<file path="src/rtl/store_buf_ctrl_if.sv">
// Store-buffer controller bus bundle: LSU store channel, FIFO push/pop port and memory write channel.
// master = surrounding LSU/FIFO/bus environment, slave = the controller.
interface store_buf_ctrl_if #(
  parameter int AW = 32,
  parameter int DW = 32
);
  localparam int SW = DW / 8;
  localparam int EW = AW + DW + SW;

  logic          st_valid;
  logic          st_ready;
  logic [AW-1:0] st_addr;
  logic [DW-1:0] st_data;
  logic [SW-1:0] st_strb;

  logic          fifo_wr_en;
  logic [EW-1:0] fifo_wdata;
  logic          fifo_rd_en;
  logic [EW-1:0] fifo_rdata;
  logic          fifo_full;
  logic          fifo_empty;

  logic          mem_req_valid;
  logic          mem_req_ready;
  logic [AW-1:0] mem_addr;
  logic [DW-1:0] mem_data;
  logic [SW-1:0] mem_strb;
  logic          mem_resp_valid;
  logic          mem_resp_err;

  modport master (
    output st_valid, st_addr, st_data, st_strb,
    input  st_ready,
    input  fifo_wr_en, fifo_wdata, fifo_rd_en,
    output fifo_rdata, fifo_full, fifo_empty,
    input  mem_req_valid, mem_addr, mem_data, mem_strb,
    output mem_req_ready, mem_resp_valid, mem_resp_err
  );

  modport slave (
    input  st_valid, st_addr, st_data, st_strb,
    output st_ready,
    output fifo_wr_en, fifo_wdata, fifo_rd_en,
    input  fifo_rdata, fifo_full, fifo_empty,
    output mem_req_valid, mem_addr, mem_data, mem_strb,
    input  mem_req_ready, mem_resp_valid, mem_resp_err
  );
endinterface

</file>
<file path="src/rtl/store_buf_ctrl.sv">
// Store-buffer controller: gates pushes into an external FIFO, drains the head entry to memory
// one write at a time, and sequences fence/flush requests.
module store_buf_ctrl #(
  parameter int AW    = 32,
  parameter int DW    = 32,
  parameter int DEPTH = 4
) (
  input  logic                   clk,
  input  logic                   rst,
  store_buf_ctrl_if.slave        bus,
  input  logic                   flush_req,
  output logic                   flush_done,
  output logic [$clog2(DEPTH):0] occ,
  output logic                   busy,
  output logic                   err,
  output logic [AW-1:0]          err_addr
);
  typedef enum logic [1:0] {IDLE, REQ, RESP} state_t;

  state_t                 state_reg;
  logic [$clog2(DEPTH):0] occ_reg;
  logic [$clog2(DEPTH):0] occ_next;
  logic                   flush_pend_reg;
  logic                   err_reg;
  logic [AW-1:0]          err_addr_reg;
  logic                   mem_req_valid_reg;
  logic                   push;
  logic                   pop;
  logic                   done;

  // The FIFO counts raw enables, so both are gated here against full/empty.
  assign bus.st_ready   = !bus.fifo_full && !flush_pend_reg;
  assign push           = bus.st_valid && bus.st_ready;
  assign bus.fifo_wr_en = push;
  assign bus.fifo_wdata = {bus.st_addr, bus.st_data, bus.st_strb};

  // Only a response in RESP retires the head entry; RESP implies occ >= 1.
  assign pop            = (state_reg == RESP) && bus.mem_resp_valid;
  assign bus.fifo_rd_en = pop;

  assign {bus.mem_addr, bus.mem_data, bus.mem_strb} = bus.fifo_rdata;
  assign bus.mem_req_valid = mem_req_valid_reg;

  assign done       = flush_pend_reg && (occ_reg == '0) && (state_reg == IDLE);
  assign flush_done = done;
  assign occ        = occ_reg;
  assign busy       = (occ_reg != '0) || (state_reg != IDLE);
  assign err        = err_reg;
  assign err_addr   = err_addr_reg;

  always_comb begin
    occ_next = occ_reg;
    case ({push, pop})
      2'b10:   occ_next = occ_reg + 1'b1;
      2'b01:   occ_next = occ_reg - 1'b1;
      default: occ_next = occ_reg;
    endcase
  end

  always_ff @(posedge clk) begin
    if (rst) begin
      state_reg         <= IDLE;
      occ_reg           <= '0;
      flush_pend_reg    <= 1'b0;
      err_reg           <= 1'b0;
      err_addr_reg      <= '0;
      mem_req_valid_reg <= 1'b0;
    end else begin
      occ_reg <= occ_next;
      case (state_reg)
        IDLE: begin
          if (!bus.fifo_empty) begin
            state_reg         <= REQ;
            mem_req_valid_reg <= 1'b1;
          end
        end
        REQ: begin
          if (bus.mem_req_ready) begin
            state_reg         <= RESP;
            mem_req_valid_reg <= 1'b0;
          end
        end
        RESP: begin
          if (pop) begin
            // A push landing in the response cycle keeps the drain going without an IDLE bubble.
            if (occ_next != '0) begin
              state_reg         <= REQ;
              mem_req_valid_reg <= 1'b1;
            end else begin
              state_reg <= IDLE;
            end
            if (bus.mem_resp_err) begin
              err_reg <= 1'b1;
              if (!err_reg) err_addr_reg <= bus.mem_addr;
            end
          end
        end
        default: begin
          state_reg         <= IDLE;
          mem_req_valid_reg <= 1'b0;
        end
      endcase

      // A request coinciding with completion is absorbed into the flush that is finishing.
      if (done)           flush_pend_reg <= 1'b0;
      else if (flush_req) flush_pend_reg <= 1'b1;
    end
  end
endmodule

</file>
<file path="src/flat_wrapper.sv">
// flat-port wrapper written by rule: the top's interface ports become plain ports
module store_buf_ctrl_flat 
#(
  parameter int AW    = 32,
  parameter int DW    = 32,
  parameter int DEPTH = 4
)
  (clk, rst, flush_req, flush_done, occ, busy, err, err_addr, bus_st_valid, bus_st_addr, bus_st_data, bus_st_strb, bus_st_ready, bus_fifo_wr_en, bus_fifo_wdata, bus_fifo_rd_en, bus_fifo_rdata, bus_fifo_full, bus_fifo_empty, bus_mem_req_valid, bus_mem_addr, bus_mem_data, bus_mem_strb, bus_mem_req_ready, bus_mem_resp_valid, bus_mem_resp_err);
  store_buf_ctrl_if #(.AW(AW), .DW(DW)) bus_i ();
  input  logic clk;
  input  logic rst;
  input  logic flush_req;
  output logic flush_done;
  output logic [$clog2(DEPTH):0] occ;
  output logic busy;
  output logic err;
  output logic [AW-1:0] err_addr;
  input wire logic [$bits(bus_i.st_valid)-1:0] bus_st_valid;
  input wire logic [$bits(bus_i.st_addr)-1:0] bus_st_addr;
  input wire logic [$bits(bus_i.st_data)-1:0] bus_st_data;
  input wire logic [$bits(bus_i.st_strb)-1:0] bus_st_strb;
  output wire logic [$bits(bus_i.st_ready)-1:0] bus_st_ready;
  output wire logic [$bits(bus_i.fifo_wr_en)-1:0] bus_fifo_wr_en;
  output wire logic [$bits(bus_i.fifo_wdata)-1:0] bus_fifo_wdata;
  output wire logic [$bits(bus_i.fifo_rd_en)-1:0] bus_fifo_rd_en;
  input wire logic [$bits(bus_i.fifo_rdata)-1:0] bus_fifo_rdata;
  input wire logic [$bits(bus_i.fifo_full)-1:0] bus_fifo_full;
  input wire logic [$bits(bus_i.fifo_empty)-1:0] bus_fifo_empty;
  output wire logic [$bits(bus_i.mem_req_valid)-1:0] bus_mem_req_valid;
  output wire logic [$bits(bus_i.mem_addr)-1:0] bus_mem_addr;
  output wire logic [$bits(bus_i.mem_data)-1:0] bus_mem_data;
  output wire logic [$bits(bus_i.mem_strb)-1:0] bus_mem_strb;
  input wire logic [$bits(bus_i.mem_req_ready)-1:0] bus_mem_req_ready;
  input wire logic [$bits(bus_i.mem_resp_valid)-1:0] bus_mem_resp_valid;
  input wire logic [$bits(bus_i.mem_resp_err)-1:0] bus_mem_resp_err;
  assign bus_i.st_valid = bus_st_valid;
  assign bus_i.st_addr = bus_st_addr;
  assign bus_i.st_data = bus_st_data;
  assign bus_i.st_strb = bus_st_strb;
  assign bus_st_ready = bus_i.st_ready;
  assign bus_fifo_wr_en = bus_i.fifo_wr_en;
  assign bus_fifo_wdata = bus_i.fifo_wdata;
  assign bus_fifo_rd_en = bus_i.fifo_rd_en;
  assign bus_i.fifo_rdata = bus_fifo_rdata;
  assign bus_i.fifo_full = bus_fifo_full;
  assign bus_i.fifo_empty = bus_fifo_empty;
  assign bus_mem_req_valid = bus_i.mem_req_valid;
  assign bus_mem_addr = bus_i.mem_addr;
  assign bus_mem_data = bus_i.mem_data;
  assign bus_mem_strb = bus_i.mem_strb;
  assign bus_i.mem_req_ready = bus_mem_req_ready;
  assign bus_i.mem_resp_valid = bus_mem_resp_valid;
  assign bus_i.mem_resp_err = bus_mem_resp_err;
  store_buf_ctrl #(.AW(AW), .DW(DW), .DEPTH(DEPTH)) u_core (.clk(clk), .rst(rst), .bus(bus_i), .flush_req(flush_req), .flush_done(flush_done), .occ(occ), .busy(busy), .err(err), .err_addr(err_addr));
endmodule
</file>
<file path="config.mk">
export PLATFORM = sky130hd
export DESIGN_NAME = store_buf_ctrl_flat
export DESIGN_NICKNAME = d
export VERILOG_FILES = /design/src/rtl/store_buf_ctrl_if.sv /design/src/rtl/store_buf_ctrl.sv /design/src/flat_wrapper.sv
export SDC_FILE = /design/constraint.sdc
export NUM_CORES = 1
export LEC_CHECK = 0
export BUFFER_PORTS_ARGS = -buffer_cell sky130_fd_sc_hd__buf_2
export CAP_MARGIN = 15
export CORE_AREA = 2 2 127 129
export CTS_CLUSTER_DIAMETER = 120
export DETAILED_ROUTE_END_ITERATION = 10
export DIE_AREA = 0 0 129 131
export PLACE_DENSITY_LB_ADDON = 0.08
export SETUP_SLACK_MARGIN = 0.1
export SYNTH_ARGS = -nofsm -noshare
export SYNTH_HDL_FRONTEND = slang
export SYNTH_SLANG_ARGS = --single-unit
</file>
<file path="constraint.sdc">
create_clock -name clk -period 2.8 [get_ports clk]
set_input_delay 0 -clock clk [delete_from_list [all_inputs] [get_ports clk]]
set_output_delay 0 -clock clk [all_outputs]
set_load 0.03 [all_outputs]
</file>
==> metrics.csv <==
stage;metric;value;unit
cells_and_area;register area;801;µm²
sta;Max Slew Vio Count;0;
clock_network;clock sink count;40;
worst_setup_path;CP Launch Type;flip-flop;
floorplan;DIE AREA;16900;µm²
global_route;global-route wire length before repair;9.72;mm
worst_hold_path;HP Class;input pin to output port;
worst_setup_path;Worst Path Arrival;2720;ps
clock_network;CTS tree;yes;
cells_and_area;Layout Nets;489;
floorplan;Core ar.;15600;µm²
sta;smallest setup slack after layout;253;ps
yosys;Yosys top cell area share;39.3;%
sta;worst slew pin tran;715;ps
route;initial drt markers;25;
placement;detailed placement HPWL;4.85;mm
worst_setup_path;Worst Path Max Fanout;6;
job;max_cap viols;0;
route;post-route ant nets;0;
power_and_ir_drop;Power per Cell Area;497;nW/µm²
sta;Final Cycle Share;91.0;%
placement;# placed instances;517;
route;DR vias/cell;3.38;
cells_and_area;ant diodes;0;
cells_and_area;area occupied by multi-input gates;697;µm²
placement;final RePlAce weighted congestion;0.636;
sta;Hold Slack;0.00841;ps
clock_network;# Post-CTS Setup Buffers;0;
sta;Final Critical Period;2550;ps
power_and_ir_drop;VDD IR max;172;µV
clock_network;Worst-path clk slew;60;ps
cells_and_area;max reg flops;32;
worst_hold_path;Hold Startpoint;bus_st_addr[1];
cells_and_area;share of cells above drive strength 1;39.2;%
yosys;post-synth top area cell;buf_4;
route;WL final;6.69;mm
route;detailed-route via count;1888;
cells_and_area;most common cell after layout, fill and taps aside;buf_2;
yosys;Post-synth ARST share;0;%
yosys;Mapped Cells;330;
run_status;outcome;finished clean;
worst_setup_path;required time of the worst setup path;2970;ps
cells_and_area;post-route insts no fill;558;
sta;Fin Clk Skew;3.52;ps
yosys;Mean Syn Cell Area;7.86;µm²
route;1st-pass router iterations;4;
global_route;largest net degree at the start of global routing;25;
yosys;Yosys reg bits;40;
worst_setup_path;FF-to-FF Start;u_core.state_reg[1]$_SDFFE_PP0P_;
clock_network;H-Tree Depth;2;
floorplan;DIE HEIGHT;131;µm
worst_setup_path;CP startpoint;u_core.state_reg[1]$_SDFFE_PP0P_;
clock_network;post-cts gate resize count;0;
yosys;Seq/Total Area, Yosys;30.9;%
route;# DRC;0;
route;Avg WL per Cell;12.0;µm
yosys;Synth cell types;29;
sta;Final Setup Violations;0;
cells_and_area;Synth-to-Final Area Change;10.8;%
yosys;Synth Warn #;0;
floorplan;Die W;129;µm
power_and_ir_drop;Total Power;0.00143;W
clock_network;Num CTS Buffers;5;
yosys;area of the mapped netlist;2590;µm²
worst_setup_path;kind of critical path;flip-flop to flip-flop;
sta;Max Fclk;393;MHz
placement;Setup WS pre-CTS;261;ps
clock_network;clk_lat worst skew;290;ps
clock_network;Root Driver;clkbuf_16;
global_route;gr usage total;7.60;%
sta;final-report hold violation count;0;
clock_network;CTS Buffer Depth;2;
floorplan;initial core utilization;16.6;%
yosys;Syn Nets;477;
yosys;EDFF count, synth;0;
global_route;number of global-route vias before repair;1844;
power_and_ir_drop;Leakage;1.27;nW
sta;Setup TNS;0;ps
worst_setup_path;Critical Path End Type;flip-flop;
cells_and_area;# fillers;1779;
cells_and_area;leading cell types in the layout, fill and taps excluded;buf_2, nand2_1, dfxtp_1;
sta;max-slew headroom at the worst pin;52.3;%
floorplan;row count;46;
sta;unrepaired setup endpoints after global routing;false;
yosys;main flop type after synthesis;dfxtp_1;
floorplan;io pins;323;
yosys;dominant cells by area after synthesis;buf_4, dfxtp_1, nand2_1, a21oi_1, nor2_1;
placement;Port Buffers;114;
clock_network;Hold-fix buffers, CTS;34;
global_route;initial antenna violation count;0;
global_route;GRT Residual Overflow;0;
critical path, cell delays in order (launching register included):
cell      delay, ps
dfxtp_1         360
and3b_2         250
ha_1            230
fa_1            380
xnor2_1         220
nor3_1           90
or4_4           500
o221ai_2         80
mux2_1          330
cells by family (layout without fill, tap and decap cells):
group           after synthesis  in the layout  share of synthesized area [%]
mux                           2              2                          0.820
buf+inv                     151            163                           42.9
xor+xnor                      2              2                          0.675
flops                        40             40                           30.9
fa+ha+maj                     2              2                           1.25
compound gates               39             39                           8.44
simple gates                 94             94                           15.1
metrics by stage:
| step | cell area [µm²] | utilization, % |
|---|---|---|
| after floorplan | 2610 | - |
| after global placement | 2400 | 15.4 |
| after detailed placement | 2400 | 15.4 |
| after CTS | 2870 | 18.4 |
| after global routing | 2870 | 18.4 |
| final | 2870 | 18.4 |
cell type report:
class / count / share of cell area, %
timing repair buffer: 153 / 33.4
sequential: 40 / 27.9
multi-input combinational: 139 / 24.2
tap: 216 / 9.40
clock buffer: 6 / 4.48
inverter: 3 / 0.392
clock inverter: 1 / 0.174
Yosys cell counts, types with 2 or more instances:
cell	n
clkbuf_1	4
inv_1	3
nor2b_1	2
nor2_1	13
dfxtp_1	40
nor3_1	4
a21oi_1	34
nand2_1	67
buf_4	136
buf_2	4
buf_6	4
nor2_2	2
where the power goes:
group,switching (W),internal [W]
registers,0.0000120,0.000582
clock network,0.000240,0.000325
logic,0.000160,0.000110
path summary, 6_finish.rpt:
path	to	slack [ps]	depth (start not counted)
max	u_core.bus.mem_req_valid$_SDFFE_PP0P_	250	8
min	bus_fifo_wdata[37]	0.008	0
min reg2reg	u_core.err_addr[26]$_SDFFE_PP0P_	450	2
max reg2reg	u_core.bus.mem_req_valid$_SDFFE_PP0P_	250	8
layer usage:
| layer | up-vias | global-route usage, % | share of wire (%) |
|---|---|---|---|
| met1 | 824 | 8.14 | 41 |
| met5 | - | 0 | 0 |
| li1 | 921 | - | - |
| met3 | 36 | 3.54 | 10 |
| met2 | 107 | 11.8 | 43 |
| met4 | 0 | 5.63 | 5.3 |
Power figures use the tool's default switching activity.
